[config.mk]
export PLATFORM = sky130hd
export DESIGN_NAME = sbox_inv_arbiter
export DESIGN_NICKNAME = d
export VERILOG_FILES = /design/src/rtl/sbox_inv_arbiter.sv
export SDC_FILE = /design/constraint.sdc
export NUM_CORES = 1
export LEC_CHECK = 0
export ABC_AREA = 1
export CORE_ASPECT_RATIO = 1.4
export CORE_MARGIN = 1
export CORE_UTILIZATION = 50
export CTS_CLUSTER_SIZE = 30
export DETAILED_ROUTE_END_ITERATION = 6
export GPL_TIMING_DRIVEN = 0
export HOLD_SLACK_MARGIN = 0.1
export PLACE_DENSITY = 0.86
export SLEW_MARGIN = 5
export SYNTH_ARGS = -nofsm -noshare
export SYNTH_HDL_FRONTEND = slang
export SYNTH_SLANG_ARGS = --single-unit
[constraint.sdc]
create_clock -name clk -period 14 [get_ports clk]
set_clock_uncertainty 0.05 [all_clocks]
set_input_delay 2.8 -clock clk [delete_from_list [all_inputs] [get_ports clk]]
set_output_delay 2.8 -clock clk [all_outputs]
set_load 0.01 [all_outputs]
[src/rtl/sbox_inv_arbiter.sv]
`default_nettype none
// ============================================================================
// Module   : sbox_inv_arbiter
// Purpose  : Shares one combinational GF(2^8) inverse unit between the AES
//            state path (requester 0, N0_BYTES-byte SubBytes jobs) and the
//            key-schedule path (requester 1, N1_BYTES-byte SubWord jobs).
//            Jobs are granted round-robin, fed one byte per cycle, and the
//            RES_W-bit redundant-basis results are collected per requester.
// Ports    : clk, reset                  clock, async active-high reset
//            reqK_valid/reqK_data/reqK_ack  job request, data, accept pulse
//            resK_valid/resK_data/resK_ready result handshake (held to ready)
//            inv_data/inv_result/inv_active external inverse unit interface
// Revision : 1.0  initial release
// ============================================================================
module sbox_inv_arbiter #(
   parameter int N0_BYTES = 16,
   parameter int N1_BYTES = 4,
   parameter int RES_W    = 10
) (
   input  logic                      clk,
   input  logic                      reset,
   input  logic                      req0_valid,
   input  logic [8*N0_BYTES-1:0]     req0_data,
   output logic                      req0_ack,
   output logic                      res0_valid,
   output logic [RES_W*N0_BYTES-1:0] res0_data,
   input  logic                      res0_ready,
   input  logic                      req1_valid,
   input  logic [8*N1_BYTES-1:0]     req1_data,
   output logic                      req1_ack,
   output logic                      res1_valid,
   output logic [RES_W*N1_BYTES-1:0] res1_data,
   input  logic                      res1_ready,
   output logic [7:0]                inv_data,
   input  logic [RES_W-1:0]          inv_result,
   output logic                      inv_active
);

   localparam int MAX_BYTES = (N0_BYTES > N1_BYTES) ? N0_BYTES : N1_BYTES;
   localparam int IDX_W     = (MAX_BYTES > 1) ? $clog2(MAX_BYTES) : 1;

   localparam logic [IDX_W-1:0] c_idx_zero = '0;
   localparam logic [IDX_W-1:0] c_idx_one  = IDX_W'(1);
   localparam logic [IDX_W-1:0] c_last0    = IDX_W'(N0_BYTES - 1);
   localparam logic [IDX_W-1:0] c_last1    = IDX_W'(N1_BYTES - 1);

   typedef enum logic [2:0] {
      ST_IDLE  = 3'd0,
      ST_RUN0  = 3'd1,
      ST_RUN1  = 3'd2,
      ST_DONE0 = 3'd3,
      ST_DONE1 = 3'd4
   } state_t;

   state_t                    r_state;
   state_t                    w_state_next;
   logic [IDX_W-1:0]          r_idx;
   logic [IDX_W-1:0]          w_idx_next;
   logic                      r_last_grant;
   logic                      w_last_grant_next;
   logic                      w_grant0;
   logic                      w_grant1;
   logic                      w_cap0;
   logic                      w_cap1;
   logic [8*MAX_BYTES-1:0]    r_job;
   logic [7:0]                w_cur_byte;
   logic [RES_W*N0_BYTES-1:0] r_res0;
   logic [RES_W*N1_BYTES-1:0] r_res1;

   // A single job register serves both requesters; a requester-1 job only
   // occupies the low N1_BYTES bytes.
   assign w_cur_byte = r_job[{r_idx, 3'b000} +: 8];

   assign res0_data = r_res0;
   assign res1_data = r_res1;

   // ------------------------------------------------------------------------
   // State register
   // ------------------------------------------------------------------------
   always_ff @(posedge clk or posedge reset) begin
      if (reset) begin
         r_state      <= ST_IDLE;
         r_idx        <= c_idx_zero;
         r_last_grant <= 1'b1;   // requester 0 wins the first tie
      end else begin
         r_state      <= w_state_next;
         r_idx        <= w_idx_next;
         r_last_grant <= w_last_grant_next;
      end
   end

   // ------------------------------------------------------------------------
   // Next-state and output decode
   // ------------------------------------------------------------------------
   always_comb begin
      w_state_next      = r_state;
      w_idx_next        = r_idx;
      w_last_grant_next = r_last_grant;
      w_grant0          = 1'b0;
      w_grant1          = 1'b0;
      w_cap0            = 1'b0;
      w_cap1            = 1'b0;
      req0_ack          = 1'b0;
      req1_ack          = 1'b0;
      res0_valid        = 1'b0;
      res1_valid        = 1'b0;
      inv_active        = 1'b0;
      inv_data          = 8'h00;

      case (r_state)
         ST_IDLE: begin
            w_idx_next = c_idx_zero;
            // On a tie the requester that was not served last wins.
            if (req0_valid && (!req1_valid || r_last_grant)) begin
               w_grant0     = 1'b1;
               w_state_next = ST_RUN0;
            end else if (req1_valid) begin
               w_grant1     = 1'b1;
               w_state_next = ST_RUN1;
            end
         end

         ST_RUN0: begin
            inv_active = 1'b1;
            inv_data   = w_cur_byte;
            req0_ack   = (r_idx == c_idx_zero);
            w_cap0     = 1'b1;
            if (r_idx == c_last0) begin
               w_state_next = ST_DONE0;
               w_idx_next   = c_idx_zero;
            end else begin
               w_idx_next = r_idx + c_idx_one;
            end
         end

         ST_RUN1: begin
            inv_active = 1'b1;
            inv_data   = w_cur_byte;
            req1_ack   = (r_idx == c_idx_zero);
            w_cap1     = 1'b1;
            if (r_idx == c_last1) begin
               w_state_next = ST_DONE1;
               w_idx_next   = c_idx_zero;
            end else begin
               w_idx_next = r_idx + c_idx_one;
            end
         end

         ST_DONE0: begin
            res0_valid = 1'b1;
            if (res0_ready) begin
               w_state_next      = ST_IDLE;
               w_last_grant_next = 1'b0;
            end
         end

         ST_DONE1: begin
            res1_valid = 1'b1;
            if (res1_ready) begin
               w_state_next      = ST_IDLE;
               w_last_grant_next = 1'b1;
            end
         end

         default: begin
            w_state_next = ST_IDLE;
            w_idx_next   = c_idx_zero;
         end
      endcase
   end

   // ------------------------------------------------------------------------
   // Job capture and result collection
   // ------------------------------------------------------------------------
   always_ff @(posedge clk or posedge reset) begin
      if (reset) begin
         r_job  <= '0;
         r_res0 <= '0;
         r_res1 <= '0;
      end else begin
         if (w_grant0) begin
            r_job                   <= '0;
            r_job[8*N0_BYTES-1:0]   <= req0_data;
         end else if (w_grant1) begin
            r_job                   <= '0;
            r_job[8*N1_BYTES-1:0]   <= req1_data;
         end
         // Results stay put until the same requester's next job overwrites
         // them slot by slot.
         if (w_cap0) begin
            r_res0[RES_W*r_idx +: RES_W] <= inv_result;
         end
         if (w_cap1) begin
            r_res1[RES_W*r_idx +: RES_W] <= inv_result;
         end
      end
   end

endmodule
`default_nettype wire

==> flow_metrics.py, run 1 <==
metrics = {
    "clock_network": {
        "ctsHtreeMaxLevel": 1,
        "root_buffer": "clkbuf_16",
        "cts_resized": 0,
        "clockBufferDepth": 3,
        "path_clk_slew_ns": 0.07,
        "cts_hold_buf": 0,
        "cts_buffers": 31,
        "clock_sinks": 336,
        "cts_setup_buffers": 0,
        "cts_tree": "built",
        "clock_latency_ns": 0.59,
    },
    "min_path": {
        "hp-class": "reg -> reg",
        "min_to": "r_last_grant",
        "hold_start": "r_last_grant",
        "whs_path_depth": 2,
    },
    "timing": {
        "fmax_mhz": 148,
        "finalCriticalPeriod_ns": 6.73,
        "fin_tns_setup_ns": 0,
        "slew_viol_final": 0,
        "relSlewSlack": 0.112,
        "setup_viol": 0,
        "min_period_over_period": 0.481,
        "grt_setup_unrepaired": "false",
        "hold_slack_ns": 0.431,
        "worst_pin_slew_ns": 1.32,
        "worst_slack_ns": 7.27,
        "finalHoldViolCount": 0,
    },
    "routing": {
        "ant_nets": 0,
        "drtPass1Iterations": 6,
        "routed_wl_um": 73400,
        "vias": 18823,
        "avgViaCountPerCell": 5.79,
        "drt-initial-drc-count": 1849,
        "drc": 0,
        "detail_route.wl_per_cell_um": 22.6,
    },
    "status": {
        "status": "finished clean",
    },
    "die": {
        "start_util": 0.509,
        "io_pins": 389,
        "dieHeight_um": 225,
        "fp.coreArea_um2": 35000,
        "die-area_um2": 36300,
        "placementRows": 81,
        "die_w_um": 161,
    },
    "setup_path": {
        "reg2reg_depth": 15,
        "critPathSlowestCell": "clkdlybuf4s50_1",
        "slowest_delay_ns": 0.60,
        "critical_path_class": "reg -> out",
        "required_ns": 11.15,
        "path_max_fanout": 10,
        "r2r-end": "res0_data[132]",
        "arrival_ns": 3.88,
        "cp-end-kind": "output port",
        "path_cells": "inv_2 -> clkbuf_1 -> clkbuf_1 -> o21ai_0 -> nand3_1 -> nand3_1 -> a31oi_1 -> clkdlybuf4s50_1",
        "r2r_slack_ns": 8.41,
        "start_kind": "flip-flop",
        "r2r-start": "r_idx[0]",
    },
    "layout": {
        "utilization": 0.668,
        "drive_above_1_share": 0.0702,
        "final_cell_count_no_fill": 3249,
        "fin_area_um2": 23400,
        "multiInputGateArea_um2": 7800,
        "seq_area_um2": 8410,
        "layout.nets": 2957,
        "fillers": 2925,
        "layout_common_cells": "nand2_1 (669), clkdlybuf4s50_1 (388), dfrtp_1 (335)",
        "final_common_cell": "nand2_1",
        "syn_to_final_growth_pct": 31.4,
    },
    "yosys": {
        "yosys.area.top_type_share": 0.471,
        "ys_seq_elements": 336,
        "yosys.area.top_type": "dfrtp_1",
        "ys_seq_area_frac": 0.473,
        "ys_types": 51,
        "yosys_warnings": 0,
        "avgSynthCellArea_um2": 7.58,
        "syn_inst": 2347,
        "synth.area.top_cells": "dfrtp_1 (47%), nand2_1 (14%), o21ai_0 (7.3%)",
        "synth_nets": 2534,
        "netlist_area_um2": 17800,
    },
    "placement": {
        "post-place-ws_ns": 7.90,
        "dpl_cell_area_um2": 22300,
        "dp_cells": 3193,
        "dp.final_hpwl_um": 57100,
        "gp_congestion": 1.04,
        "portBuffers": 388,
    },
    "pwr": {
        "leakagePower_nw": 10.5,
        "vdd_drop_max_mv": 0.152,
        "power_mw": 7.08,
        "powerDensity_nw_per_um2": 303,
    },
    "global_routing": {
        "grt_max_degree": 137,
        "grt_antenna_before_repair": 1,
        "grt_pass1_wl_um": 110000,
        "grt_pass1_vias": 19170,
        "grt-ovfl-total": 0,
        "grt_usage": 0.404,
    },
    "flow_run": {
        "drv_cap": 0,
    },
}
-- cells in the mapped netlist (all sizes together) --
cell    count
o31ai       5
nand4      35
a211oi      1
or2         2
nor2      164
o21ai     388
clkinv      3
clkbuf     56
a31oi      17
nor4        1
buf        55
and2        2
nand2     691
nor3       17
nor3b       1
inv       265
dfrtp     335
o211ai      1
nand3     128
fa          1
a21oi      99
o22ai      59
dfstp       1
ha         10
a22oi       9
xor2        1
-- registers in the layout, summed over array words and instances (netlist names) --
name	flops
r_idx	4
r_job	128
r_last_grant	1
r_state	3
res0_data	160
res1_data	40
-- power by group --
group	switching, mW	internal [mW]	total, mW	leakage [nW]
clock network	0.383	0.509	0.892	0.527
logic	3.22	1.36	4.57	6.08
registers	0.242	1.38	1.62	3.88
total	3.84	3.24	7.08	10.5
-- metal layers --
layer	global-route usage	vias up	wire length, um
met5	0	-	0
met4	0.315	0	6270
met3	0.0607	306	5120
met2	0.737	1085	37400
met1	0.410	8904	24500
li1	-	8528	-
-- how the worst max path moves through the flow --
stage / startpoint / endpoint / slack, ns / cells after the start
finish: r_idx[0] / inv_data[4] / 7.27 / 8
global placement: reset / res1_data[36] / -1.35 / 2
CTS: r_idx[0] / inv_data[4] / 7.29 / 8
floorplan: reset / r_idx[0] / 1.84 / 1
detailed placement: r_idx[0] / inv_data[4] / 7.90 / 8
global route: r_idx[0] / inv_data[4] / 7.14 / 8
-- cell type report --
class | count | area share
flip-flops and latches | 336 | 0.360
repair buffers | 390 | 0.169
clock buffers | 43 | 0.0390
plain buffers | 111 | 0.0240
diodes | 1 | 0.000107
well taps | 456 | 0.0244
inverters | 268 | 0.0436
multi-input cells | 1632 | 0.334
clock inverters | 12 | 0.00653
-- critical path, delay by kind of cell (launching register included) --
| kind | cells | cell delay, ns |
|---|---|---|
| AND/OR/NAND/NOR | 2 | 0.39 |
| AO/OA/AOI/OAI | 2 | 0.67 |
| buffers and inverters | 4 | 1.69 |
| flip-flops | 1 | 0.54 |
-- cells by family after synthesis --
logic type,Yosys count,share of synthesized area
simple gates,1041,0.255
compound gates,579,0.175
buf+inv,379,0.0885
flops,336,0.473
fa+ha+maj,11,0.00816
xor+xnor,1,0.000493
No activity file was read; power rests on OpenSTA's default activity.
==> inputs of run 2 (changes only) <==
--- a/config.mk
+++ b/config.mk
@@ -8,12 +8,12 @@
 export ABC_AREA = 1
 export CORE_ASPECT_RATIO = 1.4
 export CORE_MARGIN = 1
-export CORE_UTILIZATION = 50
+export CORE_UTILIZATION = 47
 export CTS_CLUSTER_SIZE = 30
 export DETAILED_ROUTE_END_ITERATION = 6
 export GPL_TIMING_DRIVEN = 0
 export HOLD_SLACK_MARGIN = 0.1
-export PLACE_DENSITY = 0.86
+export PLACE_DENSITY = 0.85
 export SLEW_MARGIN = 5
 export SYNTH_ARGS = -nofsm -noshare
 export SYNTH_HDL_FRONTEND = slang
==> constraint.sdc (replaced) <==
create_clock -name clk -period 5.9 [get_ports clk]
set_clock_uncertainty 0.05 [all_clocks]
set_input_delay 1.18 -clock clk [delete_from_list [all_inputs] [get_ports clk]]
set_output_delay 1.18 -clock clk [all_outputs]
set_load 0.01 [all_outputs]
==> run 2 against run 1 <==
- largest cell class unchanged
- largest power group unchanged
- the flow now finishes with violations (DRC)
- critical path depth rose by 7
- flip-flop and latch count is the same
- register-to-register slack worse by 7.9 ns
- clock-buffer cell count grew 4
- utilization down 2.9 points
- sequential share of layout area down 0.39 points
- first-iteration DRC count decreased by 0.70%
- hold slack lost 0.012 ns
- die area up 6.3%
- via count grew 0.15%
- combinational power is 140% higher
- critical path type is now reg -> reg
- global-route usage fell by 1.9 points
==> flow_metrics.py, run 2 (synthesized netlist as in run 1, its figures left out) <==
metrics = {
    "layout": {
        "syn_to_final_growth_pct": 32.9,
        "largest_reg_flops": 160,
        "drive_above_1_share": 0.0738,
        "n_antenna_cell": 0,
        "layout_common_cells": "nand2_1 (669), clkdlybuf4s50_1 (388), dfrtp_1 (335)",
        "layout.nets": 2966,
        "final_common_cell": "nand2_1",
        "fillers": 3111,
    },
    "timing": {
        "hold_slack_ns": 0.419,
        "min_period_over_period": 0.916,
        "finalCriticalPeriod_ns": 5.40,
        "relSlewSlack": 0.429,
        "slew_viol_final": 0,
        "worst_pin_slew_ns": 0.848,
        "grt_setup_unrepaired": "false",
        "setup_viol": 0,
        "finalHoldViolCount": 0,
        "fin_tns_setup_ns": 0,
        "fmax_mhz": 185,
    },
    "clock_network": {
        "cts_setup_buffers": 0,
        "cts_resized": 0,
        "clockBufferDepth": 3,
        "path_clk_slew_ns": 0.07,
        "ctsHtreeMaxLevel": 2,
        "clock_latency_ns": 0.53,
        "root_buffer": "clkbuf_16",
        "cts_hold_buf": 0,
        "cts_buffers": 34,
        "cts_tree": "built",
        "clock_sinks": 336,
    },
    "pwr": {
        "powerDensity_nw_per_um2": 725,
        "power_mw": 17.1,
        "leakagePower_nw": 10.6,
        "vdd_drop_max_mv": 0.443,
    },
    "setup_path": {
        "slowest_delay_ns": 0.58,
        "arrival_ns": 5.82,
        "start_kind": "flip-flop",
        "critPathSlowestCell": "buf_1",
        "cp_num_buf_inv": 7,
        "path_max_fanout": 10,
        "cp_top_family": "buffers and inverters",
        "required_ns": 6.32,
        "cp-end-kind": "flip-flop",
        "path_cells": "inv_2 -> clkbuf_1 -> clkbuf_1 -> ha_1 -> nand4_2 -> nor2_1 -> inv_1 -> ha_1 -> buf_2 -> buf_1 -> buf_1 -> nand2_1 -> o22ai_1 -> nand3_1 -> nand2_1",
        "critical_path_class": "reg -> reg",
    },
    "status": {
        "violations": "DRC",
        "status": "finished with violations",
    },
    "placement": {
        "portBuffers": 388,
        "gp_congestion": 1.03,
        "dp.final_hpwl_um": 58600,
    },
    "routing": {
        "vias": 18851,
        "avgViaCountPerCell": 5.76,
        "detail_route.wl_per_cell_um": 22.8,
        "drc": 28,
        "ant_nets": 0,
        "drtPass1Iterations": 7,
        "routed_wl_um": 74700,
        "drt-initial-drc-count": 1836,
    },
    "flow_run": {
        "drv_cap": 0,
    },
    "die": {
        "die_w_um": 166,
        "fp.coreArea_um2": 37000,
        "io_pins": 389,
        "placementRows": 83,
        "start_util": 0.481,
        "die-area_um2": 38600,
        "dieHeight_um": 232,
    },
    "global_routing": {
        "grt_usage": 0.385,
        "grt_pass1_wl_um": 111000,
        "grt_antenna_before_repair": 1,
        "grt_pass1_vias": 18967,
        "grt_max_degree": 44,
        "grt-ovfl-total": 0,
    },
    "min_path": {
        "hp-class": "reg -> reg",
    },
}
## run 2: cell count changes in the layout (fill, tap and decap cells not counted)
cell	delta
buf_12	+8
buf_16	-2
bufinv_16	+1
clkbuf_16	+6
clkbuf_8	-2
clkinv_2	+1
clkinvlp_4	+3
diode_2	-1
inv_6	-3
inv_8	-1
## run 2: path summary, 6_finish.rpt
path,start,to,slack (ns),cells after the start
max,r_idx[0],res0_data[132],0.50,15
min,r_last_grant,r_last_grant,0.42,2
max reg2reg,r_idx[0],res0_data[132],0.50,15
min reg2reg,r_last_grant,r_last_grant,0.42,2
max in group asynchronous,reset,res0_data[61],3.19,6
min in group asynchronous,reset,r_job[2],1.11,2
## run 2: area by class of cell
class,count,area (um^2),share of cell area
flip-flops and latches,336,8410,0.356
inverters,268,1020,0.0430
multi-input cells,1632,7800,0.330
repair buffers,396,4040,0.171
well taps,467,584,0.0247
plain buffers,111,562,0.0238
clock buffers,47,1030,0.0437
clock inverters,13,176,0.00747
## run 2: metal layers
metal | vias up | global-route usage | share of wire
li1 | 8542 | - | -
met1 | 8941 | 0.387 | 0.33
met2 | 1088 | 0.701 | 0.51
met3 | 278 | 0.0626 | 0.069
met4 | 2 | 0.317 | 0.089
met5 | - | 0 | 0.00013
## run 2: power breakdown
part / total, mW / internal (mW) / switching, mW
registers: 3.82 / 3.26 / 0.556
logic: 11.0 / 3.22 / 7.74
clock network: 2.35 / 1.40 / 0.949
## run 2: worst reg2reg max path, cell delays in order, from the launching register on
cell and delay [ns]:
dfrtp_1 0.53, inv_2 0.18, clkbuf_1 0.49, clkbuf_1 0.46, ha_1 0.41, nand4_2 0.23, nor2_1 0.20, inv_1 0.08
ha_1 0.30, buf_2 0.29, buf_1 0.59, buf_1 0.56, nand2_1 0.36, o22ai_1 0.41, nand3_1 0.13, nand2_1 0.08
## run 2: stage by stage
stage                     instance area (um^2)  setup WS, ns  cells   util
after floorplan                          17800         0.180   2347      -
after global placement                   22300         -1.77   3202  0.602
after detailed placement                 22400         0.652   3210  0.606
after CTS                                23600         0.629   3270  0.639
after global routing                     23600         0.387   3270  0.639
final                                    23600         0.497   3270  0.639
==> inputs of run 3 (changes only) <==
--- a/config.mk
+++ b/config.mk
@@ -8,12 +8,13 @@
 export ABC_AREA = 1
 export CORE_ASPECT_RATIO = 1.4
 export CORE_MARGIN = 1
-export CORE_UTILIZATION = 47
+export CORE_UTILIZATION = 50
 export CTS_CLUSTER_SIZE = 30
 export DETAILED_ROUTE_END_ITERATION = 6
+export DONT_BUFFER_PORTS = 1
 export GPL_TIMING_DRIVEN = 0
 export HOLD_SLACK_MARGIN = 0.1
-export PLACE_DENSITY = 0.85
+export PLACE_DENSITY = 0.75
 export SLEW_MARGIN = 5
 export SYNTH_ARGS = -nofsm -noshare
 export SYNTH_HDL_FRONTEND = slang
==> run 3 against run 2 <==
- the flow now finishes without violations
- cell area down 17%
- clock-buffer cell count rose by 1
- global-route usage down 0.50 points
- critical endpoint is now res1_data[34]
==> flow_metrics.py, run 3 (synthesized netlist as in run 1, its figures left out) <==
metrics = {
    "status": {
        "status": "finished clean",
    },
    "placement": {
        "post-place-ws_ns": 0.951,
        "dp.final_hpwl_um": 54200,
        "dpl_cell_area_um2": 18500,
        "gp_congestion": 1.05,
        "portBuffers": 0,
    },
    "global_routing": {
        "grt_usage": 0.380,
        "grt_antenna_before_repair": 1,
        "grt_pass1_wl_um": 102000,
        "grt_pass1_vias": 17199,
        "grt-ovfl-total": 0,
        "grt_max_degree": 44,
    },
    "clock_network": {
        "cts_setup_buffers": 0,
        "root_buffer": "clkbuf_16",
        "clockBufferDepth": 3,
        "clock_latency_ns": 0.54,
        "ctsHtreeMaxLevel": 2,
        "cts_tree": "built",
        "clock_sinks": 336,
        "path_clk_slew_ns": 0.06,
        "cts_hold_buf": 0,
        "cts_resized": 0,
        "cts_buffers": 34,
    },
    "setup_path": {
        "required_ns": 6.33,
        "cp_num_buf_inv": 8,
        "slowest_delay_ns": 0.58,
        "path_max_fanout": 10,
        "cp_top_family": "buffers and inverters",
        "critPathSlowestCell": "buf_1",
        "arrival_ns": 5.37,
        "critical_path_class": "reg -> reg",
        "cp-end-kind": "flip-flop",
        "path_cells": "inv_2 -> clkbuf_1 -> clkbuf_1 -> ha_1 -> nand4_2 -> nor2_1 -> inv_1 -> ha_1 -> buf_2 -> buf_1 -> buf_1 -> nand2_1 -> nor3_1 -> a21oi_1 -> nand3_1 -> nand2_1 -> inv_1",
        "start_kind": "flip-flop",
    },
    "die": {
        "die-area_um2": 36300,
        "io_pins": 389,
        "dieHeight_um": 225,
        "placementRows": 81,
        "start_util": 0.509,
        "fp.coreArea_um2": 35000,
        "die_w_um": 161,
    },
    "timing": {
        "min_period_over_period": 0.836,
        "finalHoldViolCount": 0,
        "slew_viol_final": 0,
        "hold_slack_ns": 0.416,
        "relSlewSlack": 0.268,
        "worst_slack_ns": 0.965,
        "worst_pin_slew_ns": 1.09,
        "fin_tns_setup_ns": 0,
        "grt_setup_unrepaired": "false",
        "setup_viol": 0,
        "finalCriticalPeriod_ns": 4.93,
        "fmax_mhz": 203,
    },
    "routing": {
        "detail_route.wl_per_cell_um": 23.9,
        "drtPass1Iterations": 6,
        "drt-initial-drc-count": 1455,
        "ant_nets": 0,
        "avgViaCountPerCell": 5.86,
        "vias": 16830,
        "routed_wl_um": 68600,
        "drc": 0,
    },
    "layout": {
        "layout_common_cells": "nand2_1 (669), dfrtp_1 (335), o21ai_0 (259)",
        "largest_reg_flops": 160,
        "final_common_cell": "nand2_1",
        "fin_area_um2": 19700,
        "fillers": 3313,
        "layout.nets": 2579,
        "syn_to_final_growth_pct": 10.6,
        "drive_above_1_share": 0.0856,
    },
    "min_path": {
        "hp-class": "in -> async",
    },
    "flow_run": {
        "drv_cap": 0,
    },
}
run 3: cell types whose count changed in the layout (fill, tap and decap cells not counted):
cell	before	now
clkdlybuf4s50_1	388	0
bufinv_16	4	1
clkbuf_1	59	61
clkinv_2	6	8
buf_12	8	9
clkbuf_8	7	6
clkinv_4	0	1
diode_2	0	1
run 3: per-stage QoR:
stage,cells,utilization
finish,2874,0.563
global route,2874,0.563
CTS,2873,0.562
detailed placement,2812,0.530
global placement,2803,0.525
floorplan,2347,-
run 3: worst reg2reg max path, stage by stage (launching register included):
cell and delay [ns]:
dfrtp_1 0.51, inv_2 0.17, clkbuf_1 0.42, clkbuf_1 0.42
ha_1 0.39, nand4_2 0.23, nor2_1 0.18, inv_1 0.06
ha_1 0.29, buf_2 0.28, buf_1 0.58, buf_1 0.52
nand2_1 0.20, nor3_1 0.24, a21oi_1 0.12, nand3_1 0.12
nand2_1 0.05, inv_1 0.05
run 3: worst paths after layout:
| path | startpoint | end | slack [ns] | cells past startpoint |
|---|---|---|---|---|
| min | reset | res0_data[158] | 0.42 | 1 |
| max reg2reg | r_idx[0] | res1_data[34] | 0.97 | 17 |
| max in group asynchronous | reset | r_job[102] | 3.90 | 6 |
| min in group clk | r_last_grant | r_last_grant | 0.42 | 2 |
| min reg2reg | r_last_grant | r_last_grant | 0.42 | 2 |
| max | r_idx[0] | res1_data[34] | 0.97 | 17 |
run 3: metal layers:
metal	share of wire	global-route usage	wire [um]
met5	0	0	0
met4	0.083	0.289	5710
met3	0.078	0.0896	5360
met2	0.50	0.681	34500
met1	0.34	0.378	23000
run 3: layout make-up:
class | instances | area [um^2] | area share
antenna | 1 | 2.50 | 0.000127
buffer | 111 | 562 | 0.0286
clock buffer | 48 | 1030 | 0.0522
clock inverter | 13 | 105 | 0.00534
inverter | 268 | 1020 | 0.0517
multi-input combinational | 1632 | 7800 | 0.396
sequential | 336 | 8410 | 0.428
tap | 456 | 571 | 0.0290
timing repair buffer | 9 | 180 | 0.00916
Power of run 3 is not shown: default switching activity piles up to over one toggle a cycle in this logic, so the estimate is an artifact.
